===== config.mk =====
export PLATFORM = sky130hd
export DESIGN_NAME = hash_query_ctrl
export DESIGN_NICKNAME = d
export VERILOG_FILES = /design/src/rtl/hash_query_ctrl.sv
export SDC_FILE = /design/constraint.sdc
export NUM_CORES = 1
export LEC_CHECK = 0
export ABC_AREA = 1
export CAP_MARGIN = 20
export CORE_MARGIN = 2
export CORE_UTILIZATION = 28
export DETAILED_ROUTE_END_ITERATION = 10
export PLACE_DENSITY = 0.6
export SLEW_MARGIN = 10
export SYNTH_ARGS = -nofsm -noshare
export SYNTH_HDL_FRONTEND = slang
export SYNTH_SLANG_ARGS = --single-unit

===== constraint.sdc =====
create_clock -name clk -period 3.95 [get_ports clk]
set_clock_uncertainty 0.2 [all_clocks]
set_input_delay 0.9875 -clock clk [delete_from_list [all_inputs] [get_ports clk]]
set_output_delay 0.9875 -clock clk [all_outputs]
set_load 0.1 [all_outputs]

===== src/rtl/hash_query_ctrl.sv =====
// hash_query_ctrl: hashes requests and runs linear-probe insert/lookup against
// hash_table. Ports: req_* in, rsp_* out, tbl_* to/from hash_table. Opt: HASH_CTRL_STATS_EN.
package hash_pkg;
  typedef enum logic {
    INSERT_QUERY  = 1'b0,
    LOOK_UP_QUERY = 1'b1
  } hash_query_t;
endpackage

module hash_query_ctrl
  import hash_pkg::*;
#(
  parameter int KEY_W      = 12,
  parameter int VAL_W      = 32,
  parameter int MAX_PROBES = 8,
  parameter int PW         = $clog2(MAX_PROBES + 1)
) (
  input  logic              clk,
  input  logic              rst_n,
  input  logic              req_valid_i,
  output logic              req_ready_o,
  input  hash_query_t       req_query_i,
  input  logic [VAL_W-1:0]  req_val_i,
  output logic              rsp_valid_o,
  input  logic              rsp_ready_i,
  output logic              rsp_hit_o,
  output logic              rsp_err_o,
  output logic [KEY_W-1:0]  rsp_key_o,
  output logic [PW-1:0]     rsp_probes_o,
`ifdef HASH_CTRL_STATS_EN
  output logic [15:0]       stat_ins_ok_o,
  output logic [15:0]       stat_ins_fail_o,
  output logic [15:0]       stat_lkp_hit_o,
  output logic [15:0]       stat_lkp_miss_o,
`endif
  output logic              tbl_wr_en_o,
  output hash_query_t       tbl_query_o,
  output logic [KEY_W-1:0]  tbl_wr_key_o,
  output logic [KEY_W-1:0]  tbl_rd_key_o,
  output logic [VAL_W-1:0]  tbl_val_o,
  input  logic              tbl_resp_i
);

  localparam int NSL = (VAL_W + KEY_W - 1) / KEY_W;

  localparam logic [2:0] S_IDLE  = 3'd0;
  localparam logic [2:0] S_QUERY = 3'd1;
  localparam logic [2:0] S_WAIT  = 3'd2;
  localparam logic [2:0] S_WRITE = 3'd3;
  localparam logic [2:0] S_DONE  = 3'd4;

  // XOR-fold of KEY_W slices, top slice zero-padded
  function automatic logic [KEY_W-1:0] f_hash(
    input logic [VAL_W-1:0] v
  );
    logic [NSL*KEY_W-1:0] pad;
    logic [KEY_W-1:0]     h;
    pad = '0;
    pad[VAL_W-1:0] = v;
    h = '0;
    for (int s = 0; s < NSL; s++)
      h = h ^ pad[s*KEY_W +: KEY_W];
    return h;
  endfunction

  logic [2:0]       r_state;
  hash_query_t      r_query;
  logic [VAL_W-1:0] r_val;
  logic [KEY_W-1:0] r_key;
  logic [PW-1:0]    r_probes;
  logic             r_hit;
  logic             r_err;

  logic w_idle, w_query, w_wait, w_write, w_done;
  logic w_last;

  assign w_idle  = (r_state == S_IDLE);
  assign w_query = (r_state == S_QUERY);
  assign w_wait  = (r_state == S_WAIT);
  assign w_write = (r_state == S_WRITE);
  assign w_done  = (r_state == S_DONE);
  assign w_last  = (r_probes >= PW'(MAX_PROBES));

  always_ff @(posedge clk or negedge rst_n) begin
    if (!rst_n) begin
      r_state  <= S_IDLE;
      r_query  <= INSERT_QUERY;
      r_val    <= '0;
      r_key    <= '0;
      r_probes <= '0;
      r_hit    <= 1'b0;
      r_err    <= 1'b0;
    end else begin
      unique case (1'b1)
        w_idle: begin
          if (req_valid_i) begin
            r_query  <= req_query_i;
            r_val    <= req_val_i;
            r_key    <= f_hash(req_val_i);
            r_probes <= '0;
            r_hit    <= 1'b0;
            r_err    <= (req_val_i == '0);
            r_state  <= (req_val_i == '0) ? S_DONE : S_QUERY;
          end
        end
        w_query: begin
          r_probes <= r_probes + PW'(1);
          r_state  <= S_WAIT;
        end
        w_wait: begin
          if (tbl_resp_i) begin
            if (r_query == INSERT_QUERY) begin
              r_state <= S_WRITE;
            end else begin
              r_hit   <= 1'b1;
              r_state <= S_DONE;
            end
          end else if (!w_last) begin
            r_key   <= r_key + KEY_W'(1);
            r_state <= S_QUERY;
          end else begin
            r_hit   <= 1'b0;
            r_state <= S_DONE;
          end
        end
        w_write: begin
          r_hit   <= 1'b1;
          r_state <= S_DONE;
        end
        w_done: begin
          if (rsp_ready_i)
            r_state <= S_IDLE;
        end
        default: r_state <= S_IDLE;
      endcase
    end
  end

  // rst_n gate keeps ready low while reset is held
  assign req_ready_o  = w_idle & rst_n;
  assign rsp_valid_o  = w_done;
  assign rsp_hit_o    = w_done & r_hit;
  assign rsp_err_o    = w_done & r_err;
  assign rsp_key_o    = (w_done & r_hit) ? r_key : '0;
  assign rsp_probes_o = w_done ? r_probes : '0;

  assign tbl_wr_en_o  = w_write;
  assign tbl_query_o  = w_idle ? INSERT_QUERY : r_query;
  assign tbl_val_o    = w_idle ? '0 : r_val;
  assign tbl_rd_key_o = w_query ? r_key : '0;
  assign tbl_wr_key_o = w_write ? r_key : '0;

`ifdef HASH_CTRL_STATS_EN
  logic [15:0] r_ins_ok, r_ins_fail;
  logic [15:0] r_lkp_hit, r_lkp_miss;
  logic        w_hs;

  assign w_hs = w_done & rsp_ready_i & ~r_err;

  always_ff @(posedge clk or negedge rst_n) begin
    if (!rst_n) begin
      r_ins_ok   <= '0;
      r_ins_fail <= '0;
      r_lkp_hit  <= '0;
      r_lkp_miss <= '0;
    end else if (w_hs) begin
      if (r_query == INSERT_QUERY) begin
        if (r_hit && r_ins_ok != 16'hFFFF)
          r_ins_ok <= r_ins_ok + 16'd1;
        if (!r_hit && r_ins_fail != 16'hFFFF)
          r_ins_fail <= r_ins_fail + 16'd1;
      end else begin
        if (r_hit && r_lkp_hit != 16'hFFFF)
          r_lkp_hit <= r_lkp_hit + 16'd1;
        if (!r_hit && r_lkp_miss != 16'hFFFF)
          r_lkp_miss <= r_lkp_miss + 16'd1;
      end
    end
  end

  assign stat_ins_ok_o   = r_ins_ok;
  assign stat_ins_fail_o = r_ins_fail;
  assign stat_lkp_hit_o  = r_lkp_hit;
  assign stat_lkp_miss_o = r_lkp_miss;
`endif

endmodule


==> results of run 1 <==
==> layout by cell type (no fill, tap or decap) <==
cell / count
inv_2: 2
nor2_2: 30
clkdlybuf4s50_1: 36
nor3_4: 2
clkinv_2: 1
o21bai_1: 1
nand3_1: 12
xor2_1: 10
nand2_2: 2
or2_0: 1
a31oi_2: 1
buf_2: 1
clkbuf_16: 5
clkinvlp_4: 1
o211ai_1: 1
o21ai_1: 13
or2_2: 1
nand2_4: 2
a21boi_0: 1
clkbuf_8: 1
inv_4: 2
buf_4: 78
nor2_1: 84
ha_1: 3
nand4_1: 2
nand2_1: 101
a21oi_1: 4
buf_12: 1
inv_1: 67
o21ai_0: 38
xnor2_1: 13
o22ai_1: 4
dfrtp_1: 54
==> logic make-up after synthesis <==
family	after synthesis
AOI/OAI and AO/OA	63
xor gates and xnor gates	23
buffers and inverters	86
adders and majority gates	3
DFF	54
and+or+nand+nor	237
==> registers in the layout, indices dropped and copies added, names as in the netlist <==
name and count:
r_probes 4, r_state 3, r_key 12, r_err 1, r_hit 1, r_query 1
r_val 32
==> layout make-up <==
type	count	area [sq um]	area share [%]
Multi-Input combinational cell	326	1609	35.50
Sequential cell	54	1351	29.81
Timing Repair Buffer	116	970.9	21.42
Inverter	71	271.5	5.989
Tap cell	143	178.9	3.947
Clock buffer	6	138.9	3.064
Clock inverter	2	12.51	0.2760
==> metrics by stage <==
| step | util (%) | cells |
|---|---|---|
| floorplan | - | 466 |
| global route | 40.04 | 718 |
| detailed placement | 38.70 | 710 |
| CTS | 40.04 | 718 |
| global placement | 38.70 | 710 |
| finish | 40.04 | 718 |
==> worst register-to-register path: cells and delay by family (launching register included) <==
family / cells / cell delay, ps
compound gates: 1 / 70
simple gates: 4 / 580
flops: 1 / 440
buf+inv: 3 / 850
==> per-layer routing <==
metal / GRT usage, % / up-vias / wire [microns]
met5: 0 / - / 0
met4: 3.374 / 0 / 120
met3: 3.756 / 9 / 633
met2: 25.98 / 95 / 4483
met1: 20.10 / 1459 / 4353
li1: - / 1640 / -
==> worst max-delay path by stage <==
| stage | startpoint | to | slack, ps | cells after the start |
|---|---|---|---|---|
| global placement | r_state[2]$_DFFE_PN0P_ | rsp_key_o[11] | 1220 | 5 |
| CTS | r_state[2]$_DFFE_PN0P_ | rsp_key_o[6] | 820 | 5 |
| global route | r_state[2]$_DFFE_PN0P_ | tbl_rd_key_o[9] | 660 | 4 |
| floorplan | r_state[2]$_DFFE_PN0P_ | rsp_key_o[10] | 6 | 5 |
| finish | r_state[2]$_DFFE_PN0P_ | rsp_key_o[6] | 850 | 5 |
| detailed placement | r_state[2]$_DFFE_PN0P_ | rsp_key_o[6] | 1140 | 5 |
==> impl_metrics.ini, run 1 <==
[global_routing]
grt_pass1_vias = 3084
grt.total_usage_pct = 15.38
overflow = 0
antenna_found_initial = 0
grt_start_max_net_pins = 64
grt_first_pass_wirelength_microns = 15560

[drt]
vias = 3203
drt-total-wl_microns = 9590
first_pass_iters = 4
final_antenna_net_count = 0
wire_per_inst_microns = 13.36
drc = 0
drt_iter0_drc = 93
viasPerCell = 4.461

[setup_path]
crit_path_cell_trace = inv_1 > nor3_4 > nand2_1 > nor2_2 > buf_4
startpoint_type = register
crit_buf_inv = 2
cp_max_fo = 13
reg2reg_slack_ps = 1690
path_delay_family = simple AND/OR/NAND/NOR gates
slowest_delay_ps = 440
cp.required_ps = 2760
cp_slowest_cell = dfrtp_1
cp.arrival_ps = 1910
path_class = reg -> out
worst-r2r-cell-count = 8
crit_path_end_kind = primary output
reg2reg_to = r_probes[3]$_DFFE_PN0P_
reg2reg_from = r_state[2]$_DFFE_PN0P_

[clocking]
cts_made_buffers = 5
cts_setup_buffers = 0
postCtsHoldBufs = 0
cts_root_buf = clkbuf_16
cts_resized = 0
clock_latency_ps = 290
cts_tree = built
cts_buffer_depth = 2
clkSlewWorstSetupHoldPaths_ps = 70
htreeDepth = 2
cts.sink_count = 54

[synth]
synth-xor-area-share_pct = 6.233
synthSimpleGateAreaFrac_pct = 29.38
synth_commonest_cells = nor2_1, nand2_1, inv_1
syn_area_sq_um = 3232
synth_top_area_cell = dfrtp_1
synth.area.top_cells = dfrtp_1, nor2_1, nand2_1
synth_top_area_share_pct = 41.81
post_synth_num_cell_types = 29
synth_adder_area_share_pct = 1.161
synth_compound_area_share_pct = 10.38
ys_warn_count = 0
yosysMostFrequentCell = nor2_1
synth_top_family_by_area = simple AND/OR/NAND/NOR gates
synth-edff-count = 0
yosys-mux-area-fraction_pct = 0
syn_area_per_cell_sq_um = 6.935
ys_seq_area_share_pct = 41.81
synthFlopType = dfrtp_1
syn_nets = 507
synth-seq-cells = 54
async_reset_ff_share_pct = 100.0
synthCells = 466

[finish]
n_antenna_cell = 0
nFillCells = 1171
nets = 615
syn2layout_area_growth_pct = 40.26
drive_above_1_share_pct = 22.61
final_area_sq_um = 4533

[hold_path]
min_to = r_key[9]$_DFFE_PN0P_
min_path_cells = 2
hp-start = r_key[9]$_DFFE_PN0P_
worstHoldPathType = reg -> reg

[floorplan]
die_area_sq_um = 12420
num_rows = 39
core_sq_um = 11320
die_y_microns = 111.4
initial_core_util_pct = 28.55
die_w_microns = 111.4
pin_count = 116

[sta]
tns_ps = 0
setup_viol = 0
max_freq_mhz = 322.6
hold_viol = 0
final.period_utilization_pct = 78.48
report.final.slew_viol_count = 0
fin_ws_ps = 850.2
tightest_slew_ps = 712.8
hold_ws_ps = 288.2
fin_crit_ps = 3100
rsz0062_at_grt = false
max_slew_margin_pct = 52.48

[status]
status = complete, no violations

[placement]
place_area_sq_um = 4382
globalplace.congestion = 0.8158
io_buffers = 115
place_ws_ps = 1138
hpwl_microns = 7456

[job]
cap_violations = 0
Power of run 1 is left out: the tool's default activity adds up to more than one toggle a clock period on the data nets, which glitch-free logic cannot reach.
==> inputs of run 2 (changes only) <==
Settings changed: PLACE_DENSITY 0.6 to 0.62.
Clock period 3.95 ns to 2.57 ns, I/O delays scaled along.
==> run 2 against run 1 <==
Critical path depth unchanged. Flip-flop and latch count unchanged. Highest routed layer unchanged. Worst hold slack worse by 2.1 ps.
==> impl_metrics.ini, run 2 (synthesized netlist as in run 1, its figures left out) <==
[clocking]
cts_setup_buffers = 0
clkSlewWorstSetupHoldPaths_ps = 70
postCtsHoldBufs = 0
cts_root_buf = clkbuf_16
cts_buffer_depth = 2
cts.sink_count = 54
htreeDepth = 2
cts_made_buffers = 5
clock_latency_ps = 290
cts_tree = built

[placement]
hpwl_microns = 8115
globalplace.congestion = 0.8322
io_buffers = 115

[job]
cap_violations = 0

[floorplan]
die_y_microns = 111.4
die_area_sq_um = 12420
num_rows = 39
die_w_microns = 111.4
core_sq_um = 11320
initial_core_util_pct = 28.55
pin_count = 116

[hold_path]
worstHoldPathType = reg -> reg
min_path_cells = 2

[finish]
largest_registers = r_val (32), r_key (12), r_probes (4)
syn2layout_area_growth_pct = 85.17
nets = 625
drive_above_1_share_pct = 31.79
final_cell_mix = nand2_1, buf_12, inv_1, dfrtp_1, nor2_4
largest_reg_flops = 32
largest_register = r_val
layout_commonest_cell = nand2_1
n_antenna_cell = 0

[drt]
final_antenna_net_count = 0
first_pass_iters = 4
viasPerCell = 4.511
vias = 3284
drt-total-wl_microns = 9987
drt_iter0_drc = 133
drc = 0
wire_per_inst_microns = 13.72

[global_routing]
grt_pass1_vias = 3305
grt.total_usage_pct = 16.30
grt_start_max_net_pins = 55
overflow = 0
antenna_found_initial = 0
grt_first_pass_wirelength_microns = 16610

[sta]
final.period_utilization_pct = 98.53
hold_viol = 0
rsz0062_at_grt = true
max_slew_margin_pct = 53.03
report.final.slew_viol_count = 0
tightest_slew_ps = 704.5
setup_viol = 0
hold_ws_ps = 286.1
fin_crit_ps = 2532
max_freq_mhz = 394.9

[status]
status = complete, no violations

[setup_path]
cp_max_fo = 6
path_class = reg -> out
crit_path_end_kind = primary output
worst-r2r-cell-count = 8
startpoint_type = register
cp.arrival_ps = 1690
cp.required_ps = 1730
-- run 2: critical path, stage by stage (launching register included) --
cell     delay, ps
dfrtp_2        420
inv_2           70
nor3_4         270
inv_1          270
nor2_4         180
buf_12         190
-- run 2: through the flow --
stage | setup TNS [ps] | setup slack (ps) | instances | area, sq um | utilization, %
3_3_place_gp | 0 | 280.4 | 720 | 5797 | 51.20
3_5_place_dp | 0 | 229.2 | 720 | 5797 | 51.20
2_1_floorplan | -24260 | -690.2 | 466 | 3666 | -
4_1_cts | 0 | 3.871 | 728 | 5949 | 52.55
6_report | 0 | 37.74 | 728 | 5984 | 52.86
5_1_grt | -220.3 | -46.08 | 728 | 5984 | 52.86
-- run 2: final timing paths --
| kind | end | slack (ps) | from |
|---|---|---|---|
| worst max-delay path | rsp_probes_o[1] | 40 | r_state[2]$_DFFE_PN0P_ |
| worst min-delay path | r_key[9]$_DFFE_PN0P_ | 290 | r_key[9]$_DFFE_PN0P_ |
| worst min register to register | r_key[9]$_DFFE_PN0P_ | 290 | r_key[9]$_DFFE_PN0P_ |
| max in group asynchronous | r_state[2]$_DFFE_PN0P_ | 1350 | rst_n |
| min in group asynchronous | r_key[6]$_DFFE_PN0P_ | 330 | rst_n |
| worst max register to register | r_val[9]$_DFFE_PN0P_ | 620 | r_state[2]$_DFFE_PN0P_ |
-- run 2: repair_timing --
action / CTS / global route
pin swaps: 1 / 2
gates cloned: 0 / 0
endpoints found under the setup margin: 18 / 52
resized for setup: 1 / 11
-- run 2: cell type report --
type                            instances  area [sq um]
Clock buffer                            6         138.9
Inverter                               71         282.8
Clock inverter                          2         12.51
Fill cell                            1018          5336
Timing Repair Buffer                  126          2059
Tap cell                              143         178.9
Sequential cell                        54          1353
Multi-Input combinational cell        326          1959
-- run 2: routing by layer --
metal	track usage (%)	vias up	part of all wire, %
li1	-	1652	-
met1	21.57	1505	44
met2	27.36	118	48
met3	3.811	9	6.8
met4	3.539	0	1.3
met5	0	-	0
Power of run 2 is left out for the same reason.
==> inputs of run 3 (changes only) <==
Settings changed: ABC_CLOCK_PERIOD_IN_PS set to 2570, CTS_BUF_LIST set to sky130_fd_sc_hd__clkbuf_8.
==> run 3 against run 2 <==
Cell count grew 0.27%. Worst hold slack gained 1.4 ps. Routed wire length is essentially flat. Flip-flop and latch count is the same. Final area shrank 0.88%. Fmax grew 1.9%. Via count is essentially flat. Critical path depth grew 1. Critical endpoint is now tbl_val_o[22].
==> impl_metrics.ini, run 3 (synthesized netlist as in run 1, its figures left out) <==
[finish]
largest_register = r_val
largest_reg_flops = 32
fin_cells = 730
nFillCells = 1031
multiInputGateArea_sq_um = 1949
largest_registers = r_val (32), r_key (12), r_probes (4)
final_cell_mix = nand2_1, buf_12, inv_1, dfrtp_1, nor2_4
syn2layout_area_growth_pct = 83.55
layout_commonest_cell = nand2_1
drive_above_1_share_pct = 32.20
n_antenna_cell = 0
nets = 627
seq_area_sq_um = 1355

[global_routing]
antenna_found_initial = 0
overflow = 0
grt.total_usage_pct = 16.27
grt_start_max_net_pins = 55
grt_first_pass_wirelength_microns = 16550
grt_pass1_vias = 3278

[job]
cap_violations = 0

[drt]
drt_iter0_drc = 156
first_pass_iters = 4
vias = 3281
drt-total-wl_microns = 9982
viasPerCell = 4.495
drc = 0
final_antenna_net_count = 0
wire_per_inst_microns = 13.67

[clocking]
cts_root_buf = clkbuf_8
cts.sink_count = 54
postCtsHoldBufs = 0
cts_made_buffers = 5
cts_buffer_depth = 2
htreeDepth = 2
clock_latency_ps = 310
clkSlewWorstSetupHoldPaths_ps = 110
cts_tree = built

[setup_path]
crit_buf_inv = 3
cp_slowest_cell = dfrtp_2
path_class = reg -> out
path_delay_family = buffers and inverters
slowest_delay_ps = 460
crit_path_end_kind = primary output
cp_max_fo = 14
crit_path_cell_trace = nor2_2 > nand2_4 > clkinv_8 > buf_12 > nor2_2 > buf_12
cp.arrival_ps = 1640
cp.required_ps = 1730
startpoint_type = register

[status]
status = complete, no violations

[sta]
hold_ws_ps = 287.5
final.period_utilization_pct = 96.72
tns_ps = 0
hold_viol = 0
report.final.slew_viol_count = 0
max_freq_mhz = 402.3
max_slew_margin_pct = 52.49
fin_crit_ps = 2486
rsz0062_at_grt = false
setup_viol = 0
tightest_slew_ps = 712.7

[floorplan]
die_y_microns = 111.4
die_area_sq_um = 12420
initial_core_util_pct = 28.55
die_w_microns = 111.4
core_sq_um = 11320
pin_count = 116
num_rows = 39

[placement]
globalplace.congestion = 0.8322
io_buffers = 115
post-place-cells = 720
hpwl_microns = 8115

[hold_path]
worstHoldPathType = in -> async
## run 3: cell types whose count changed in the layout (fill, tap and decap cells not counted), sizes merged
cell	previous run	this run
clkinv	1	2
buf	90	92
inv	70	69
## run 3: what timing repair did
item,4_1_cts,5_1_grt
gates resized for setup,3,6
endpoints found under the hold margin,0,0
pin swaps,1,0
buffers inserted,1,1
setup endpoints to repair,47,41
## run 3: cell type report
type / count / area share (%)
timing repair buffer: 128 / 34.82
multi-input combinational: 326 / 32.86
sequential: 54 / 22.84
inverter: 71 / 4.851
tap: 143 / 3.016
clock buffer: 6 / 1.392
clock inverter: 2 / 0.2109
## run 3: stage by stage
step | instance area (sq um) | setup WS, ps | util (%)
final | 5932 | 84.27 | 52.40
after global routing | 5932 | 10.96 | 52.40
after CTS | 5906 | 25.73 | 52.17
after detailed placement | 5797 | 229.2 | 51.20
after global placement | 5797 | 280.4 | 51.20
after floorplan | 3666 | -690.2 | -
## run 3: final timing paths
check,start,endpoint,slack (ps),depth (start not counted)
max,r_state[2]$_DFFE_PN0P_,tbl_val_o[22],80,6
min,rst_n,r_key[6]$_DFFE_PN0P_,290,2
min in group clk,r_key[9]$_DFFE_PN0P_,r_key[9]$_DFFE_PN0P_,290,2
min reg2reg,r_key[9]$_DFFE_PN0P_,r_key[9]$_DFFE_PN0P_,290,2
max reg2reg,r_state[2]$_DFFE_PN0P_,r_val[30]$_DFFE_PN0P_,640,8
max in group asynchronous,rst_n,r_state[1]$_DFFE_PN0P_,1360,2
## run 3: metal layers
metal  vias to the layer above  global-route usage, %  wire [microns]
li1                       1655                      -               -
met1                      1504                  21.60            4411
met2                       114                  27.28            4815
met3                         8                  3.974             673
met4                         0                  3.128              82
met5                         -                      0               0
Power of run 3 is left out for the same reason.
